<file path="src/rtl/data_sram_ctrl.sv">
// Data-memory responder: runs a 32-bit load/store as two 16-bit async-SRAM accesses (low half, then high half).
// Latency: 2*WAIT_CYCLES+1 cycles with ready low, then one DONE cycle with ready high and rdata valid.
// Backpressure: ready drops while a request is pending and rises only in DONE; the pipeline freezes on ~ready.
//
// Ports:
//   clk, reset (async, active-low)
//   MEM_R_EN/MEM_W_EN, address, wdata : request from the MEM stage
//   rdata, ready                      : load result and pipeline freeze control
//   SRAM_ADDR, SRAM_WE_N, SRAM_DQ_OUT, SRAM_DQ_OE, SRAM_DQ_IN : external SRAM bus
module data_sram_ctrl #(
    parameter int unsigned BASE_ADDR   = 1024,
    parameter int unsigned WAIT_CYCLES = 2
) (
    input  logic        clk,
    input  logic        reset,
    input  logic        MEM_R_EN,
    input  logic        MEM_W_EN,
    input  logic [31:0] address,
    input  logic [31:0] wdata,
    output logic [31:0] rdata,
    output logic        ready,
    output logic [17:0] SRAM_ADDR,
    output logic        SRAM_WE_N,
    output logic [15:0] SRAM_DQ_OUT,
    output logic        SRAM_DQ_OE,
    input  logic [15:0] SRAM_DQ_IN
);

    typedef enum logic [1:0] {
        IDLE = 2'd0,
        LOW  = 2'd1,
        HIGH = 2'd2,
        DONE = 2'd3
    } state_t;

    // Counter value on the final cycle of each half access.
    localparam logic [3:0] LAST_CNT = 4'(WAIT_CYCLES - 1);

    state_t      r_state;
    logic [3:0]  r_cnt;
    logic        r_is_wr;
    logic [16:0] r_word;
    logic [15:0] r_wdata_hi;

    logic [31:0] w_off;
    logic [16:0] w_word;
    logic        w_unused;

    // Word index relative to the SRAM window; bits outside [18:2] are dropped.
    assign w_off    = address - 32'(BASE_ADDR);
    assign w_word   = w_off[18:2];
    assign w_unused = ^{w_off[31:19], w_off[1:0]};

    // Combinational so the pipeline freezes in the same cycle the request appears.
    assign ready = ~(MEM_R_EN | MEM_W_EN) | (r_state == DONE);

    always_ff @(posedge clk or negedge reset) begin
        if (!reset) begin
            r_state     <= IDLE;
            r_cnt       <= 4'd0;
            r_is_wr     <= 1'b0;
            r_word      <= 17'd0;
            r_wdata_hi  <= 16'd0;
            rdata       <= 32'd0;
            SRAM_ADDR   <= 18'd0;
            SRAM_WE_N   <= 1'b1;
            SRAM_DQ_OUT <= 16'd0;
            SRAM_DQ_OE  <= 1'b0;
        end else begin
            case (r_state)
                IDLE: begin
                    if (MEM_W_EN | MEM_R_EN) begin
                        // Store takes priority when both enables are high.
                        r_is_wr    <= MEM_W_EN;
                        r_word     <= w_word;
                        r_wdata_hi <= wdata[31:16];
                        r_cnt      <= 4'd0;
                        r_state    <= LOW;
                        SRAM_ADDR  <= {w_word, 1'b0};
                        if (MEM_W_EN) begin
                            SRAM_WE_N   <= 1'b0;
                            SRAM_DQ_OE  <= 1'b1;
                            SRAM_DQ_OUT <= wdata[15:0];
                        end
                    end
                end
                LOW: begin
                    if (r_cnt == LAST_CNT) begin
                        if (!r_is_wr) begin
                            rdata[15:0] <= SRAM_DQ_IN;
                        end else begin
                            SRAM_DQ_OUT <= r_wdata_hi;
                        end
                        r_cnt     <= 4'd0;
                        r_state   <= HIGH;
                        SRAM_ADDR <= {r_word, 1'b1};
                    end else begin
                        r_cnt <= r_cnt + 4'd1;
                    end
                end
                HIGH: begin
                    if (r_cnt == LAST_CNT) begin
                        if (!r_is_wr) begin
                            rdata[31:16] <= SRAM_DQ_IN;
                        end
                        r_cnt      <= 4'd0;
                        r_state    <= DONE;
                        SRAM_WE_N  <= 1'b1;
                        SRAM_DQ_OE <= 1'b0;
                    end else begin
                        r_cnt <= r_cnt + 4'd1;
                    end
                end
                DONE: begin
                    r_state <= IDLE;
                end
                default: begin
                    r_state <= IDLE;
                end
            endcase
        end
    end

endmodule
</file>
<file path="config.mk">
export PLATFORM = sky130hd
export DESIGN_NAME = data_sram_ctrl
export DESIGN_NICKNAME = d
export VERILOG_FILES = /design/src/rtl/data_sram_ctrl.sv
export SDC_FILE = /design/constraint.sdc
export NUM_CORES = 1
export LEC_CHECK = 0
export CORE_ASPECT_RATIO = 1.75
export CORE_UTILIZATION = 47
export DETAILED_ROUTE_END_ITERATION = 8
export PLACE_DENSITY = 0.78
export SLEW_MARGIN = 25
export SYNTH_ARGS = -nofsm -noshare
export SYNTH_HDL_FRONTEND = slang
export SYNTH_SLANG_ARGS = --single-unit
export TNS_END_PERCENT = 5
</file>
<file path="constraint.sdc">
create_clock -name clk -period 2.65 [get_ports clk]
set_clock_uncertainty 0.2 [all_clocks]
set_input_delay 0.265 -clock clk [delete_from_list [all_inputs] [get_ports clk]]
set_output_delay 0.265 -clock clk [all_outputs]
set_load 0.1 [all_outputs]
</file>
# Word level (Yosys, flattened, before mapping)
# Cells that the tools add are included.
# W data, S select, Z words.
# totals
latch_bits	0
in_bits	84
n_memories	0
regBits	108
mem_bits_rw	0
output_inout_bits	69
rom_bits	0
# classes
div_mod_pow	0
addsub	2
bitwise	4
n_reduce_logical	13
n_mul	0
mux	23
shifts	0
n_lt_le_gt_ge	0
eq_ne	9
# ops
cell	n
$mux W16	4
$mux W18	2
$pmux W18 S2	1
$pmux W16 S2	1
$sub A19 B11 Y19 const B	1
$reduce_and A3 Y1	4
$ne A2 B2 Y1 const B	5
$mux W4	2
$pmux W2 S4	1
$pmux W4 S2	1
$mux W1	6
$mux W2	3
$reduce_bool A2 Y1	3
$reduce_and A5 Y1	1
$add A4 B1 Y4 const B	1
$eq A2 B2 Y1 const B	2
$eq A4 B1 Y1 const B	1
$pmux W1 S2	2
$reduce_and A2 Y1	2
$reduce_and A4 Y1	1
$eq A2 B1 Y1 const B	1
$logic_not A2 Y1	1
$not A1 Y1	2
$or A1 B1 Y1	2
$reduce_or A2 Y1	1

# Longest topological paths before layout
# logic_depth
depth_word	4
ltp_mapped	8
ltp_nobuf	6

# Worst setup path before layout
# Ideal clock, no wire load.
# synth_timing
path_kind	input -> output
startpoint	input port MEM_W_EN
endpoint	output port ready
path_buffers	1
stages	2
arrival_time_ns	1.788
path_slack_ns	0.397
t_required_ns	2.185
cell_sequence	buf_6 > o21bai_1
# synth_via
elab_chain_len	3
# synth_lines
element	line_no	rtl
from (decl)	17	input logic MEM_W_EN,
$or A1 B1 Y1	55	assign ready = ~(MEM_R_EN | MEM_W_EN) | (r_state == DONE);
$not A1 Y1	55	
$or A1 B1 Y1	55	
to (decl)	21	output logic ready,
# Every way passes these cells.

# Worst setup path in the final report
# layout_timing
startpoint	register r_state[1]
endpoint	register SRAM_ADDR[7]
# layout_via
elab_chain_len	3
word_cells_on_any_way	7
cone_classes	eq/ne (3); mux (1); reduce/logical (3)
# layout_lines
element	line_no	rtl
from (decl)	39	state_t r_state;
from (signal assigned)	59	r_state <= IDLE;
from (signal assigned)	78	r_state <= LOW;
from (signal assigned)	95	r_state <= HIGH;
$eq A2 B1 Y1 or $logic_not A2 Y1 (tied branches)	70	case (r_state)
$ne A2 B2 Y1 (no source line) or $reduce_bool A2 Y1 (tied branches)	-	
$reduce_and A3 Y1 (no source line)	-	
to (signal assigned)	79	SRAM_ADDR <= {w_word, 1'b0};
to (signal assigned)	96	SRAM_ADDR <= {r_word, 1'b1};
to (decl)	22	output logic [17:0] SRAM_ADDR,
# Parallel ways exist; a longest one is shown, timed or not.
# A chain may end at the register's enable or synchronous reset.

==> metrics.md <==
| Metric | Value |
|---|---|
| Setup TNS | `0 ns` |
| Startpoint type of the worst setup path | `register` |
| Reg-to-reg critical path endpoint | `SRAM_ADDR[7]` |
| Post-DP HPWL | `around 8.2 mm` |
| Slew at the pin closest to its max-slew limit | `0.667 ns` |
| Rows | `48` |
| Wire per inst | `about 17 µm` |
| # H-tree levels | `3` |
| Vias per cell | `around 5.3` |
| TritonCTS Sinks | `108` |
| Clock root cell | `clkbuf_16` |
| Top achievable clock speed | `425 MHz` |
| CP max FO | `14` |
| Count of cell types in the netlist | `49` |
| TritonCTS clock tree | `done` |
| # IOs | `~150` |
| Starting Density | `0.485` |
| Synth top area cells | `dfrtp_1 56%, mux2_2 8.2%, nor2_1 3.6%, mux2i_1 3.3%, mux2_4 3.1%` |
| Via count | `around 3.5k` |
| RSZ-0062 raised after global routing | `false` |
| Final hold violation count | `0` |
| Post-synthesis sequential area ratio | `0.562` |
| Mapped Area | `4810 µm²` |
| Vias in the first global route | `approximately 3.7k` |
| Final wirelength | `10.9 mm` |
| Final setup vio count | `0` |
| TritonCTS buffer count | `9` |
| FF-to-FF setup slack | `between 0.2 and 0.3 ns` |
| Area grow syn2layout | `34.9%` |
| Final ANT Viol Nets | `0` |
| Post-route design area | `about 6500 µm²` |
| Fill cell count | `just over 800` |
| Most instantiated library cell after synthesis | `dfrtp_1` |
| Worst setup EP type | `register` |
| Worst r2r src | `r_state[1]` |
| Final core occ | `0.654` |
| Total of max-cap violations | `0` |
| Syn_area_per_cell | `around 12 µm²` |
| Number of remaining DRC errors | `0` |
| Crit path time final | `~2.4 ns` |
| Synth async-reset ratio | `1.00` |
| Ant diodes | `0` |
| Syn. warnings | `0` |
| First-pass GRT wire length | `17.8 mm` |
| DR pass1 iterations | `6` |
| Worst hold stages | `2` |
| Die height | `approximately 140 µm` |
| Min Hold Slack | `0.281 ns` |
| Die footprint | `between 10000 and 15000 µm²` |
| Hold wc startpoint | `r_word[9]` |
| Worst R2R Path Depth | `6` |
| Syn Nets | `~480` |
| DR iter-0 viols | `between 100 and 150` |
| Post-synth EDFFs | `0` |
| Reg clk slew, reported paths | `roughly 0.070 ns` |
| Crit path kind | `register to register` |
| Die Wd | `around 78 µm` |
| Tcrit/Tclk final | `0.889` |
| Core area | `approximately 10000 µm²` |
| CP Data Required Time | `~2.7 ns` |
| Pins Over Slew Limit | `0` |
| Hold WC Path Type | `register to register` |
| FF+latch count, synth | `~110` |
| Post_cts resized | `0` |
| Status | `finished, final reports clean` |
| Most frequent cells after synthesis | `107 x dfrtp_1, 46 x nor2_1, 35 x mux2_2, 20 x nand2_1` |
| Clk_lat worst skew | `about 0.35 ns` |
| Top cell type's share of synthesized area | `0.557` |
| CTS max path bufs | `2` |
| Cells after Synth | `a little under 400` |
| Tot GR Track Use | `0.219` |
| Yosys top cell by area | `dfrtp_1` |
| GPL Wtd Cong | `~0.8` |
| Relative slew slack | `0.556` |
| Area after DPL | `~6200 µm²` |
| Port buffer count | `137` |
| Hold EP | `r_word[9]` |
| Initial antenna violation count | `0` |
| Main synth FF type | `dfrtp_1` |
| Total grt overflow | `0` |
| Data arrival, critical path | `approximately 2.4 ns` |
| Share of layout cells above drive strength 1 | `0.319` |
| Pin count of the biggest net entering global routing | `between 50 and 60` |
| Final-stage net count | `slightly above 600` |
-- how the worst max path moves through the flow --
stage | from | to | slack (ns) | depth (start not counted)
2_1_floorplan | MEM_W_EN | ready | 0.40 | 2
3_3_place_gp | MEM_W_EN | SRAM_ADDR[11] | 0.39 | 4
3_5_place_dp | r_state[0] | SRAM_ADDR[13] | 0.31 | 5
4_1_cts | r_state[0] | SRAM_ADDR[10] | 0.31 | 6
5_1_grt | r_state[1] | SRAM_ADDR[1] | 0.15 | 6
6_report | r_state[1] | SRAM_ADDR[7] | 0.29 | 6
-- cells in the final DEF, fill, tap and decap left out, types with 4 or more instances in the layout --
master           synthesis  layout
nor2_1                  46      46
dfrtp_1                107     107
mux2i_1                 16      16
mux2_2                  35      35
mux2_1                  11      11
o22ai_1                  9       9
nor3_1                   4       4
ha_1                     7       7
inv_1                    8       8
buf_4                    4      84
nand2_1                 20      20
clkdlybuf4s50_1          0      67
xor2_1                   4       4
mux2_4                  10      10
o21ai_0                 16      16
clkbuf_16                0       9
a21oi_1                  6       6
nand3_1                  5       5
a21oi_2                 15      15
-- flip-flops by register name, indices dropped and copies added (netlist names) --
signal,flops
SRAM_ADDR,18
rdata,32
r_word,17
r_cnt,4
SRAM_DQ_OUT,16
SRAM_WE_N,1
r_is_wr,1
r_wdata_hi,16
r_state,2
SRAM_DQ_OE,1
-- cells by family after synthesis --
kind of cell | after synthesis | share of synthesized area
DFF | 108 | 0.562
and+or+nand+nor | 95 | 0.0997
muxes | 72 | 0.172
AOI/OAI and AO/OA | 68 | 0.0997
buffers and inverters | 28 | 0.0351
xor gates and xnor gates | 7 | 0.0128
adders and majority gates | 7 | 0.0182
-- layout make-up --
cell class / instances / area, µm² / area share
well taps: 125 / 156 / 0.0241
inverters: 8 / 30.0 / 0.00463
multi-input cells: 249 / 1950 / 0.301
repair buffers: 153 / 1330 / 0.205
clock inverters: 6 / 87.6 / 0.0135
clock buffers: 9 / 225 / 0.0347
flip-flops and latches: 108 / 2700 / 0.417
-- critical path, stage by stage (launching register included) --
cell,delay (ns)
dfrtp_1,0.41
inv_1,0.11
ha_1,0.46
or3b_1,0.53
nand3_2,0.30
o22ai_1,0.16
nor2_1,0.12
-- metal layers --
| layer | vias up | share of wire | GRT usage |
|---|---|---|---|
| li1 | 1635 | - | - |
| met1 | 1737 | 0.38 | 0.242 |
| met2 | 117 | 0.55 | 0.401 |
| met3 | 21 | 0.042 | 0.0316 |
| met4 | 0 | 0.029 | 0.111 |
| met5 | - | 0 | 0 |
-- repair_timing --
action	CTS	global route
hold buffers	1	0
setup buffers	0	0
endpoints found under the hold margin	47	0
-- per-stage QoR --
| stage | worst slack, ns | cells |
|---|---|---|
| finish | 0.294 | 658 |
| floorplan | 0.397 | 385 |
| CTS | 0.312 | 658 |
| global placement | 0.391 | 642 |
| detailed placement | 0.315 | 642 |
| global route | 0.149 | 658 |
Power is left out: the tool's default activity adds up to more than one toggle a clock period on the data nets, which glitch-free logic cannot reach.
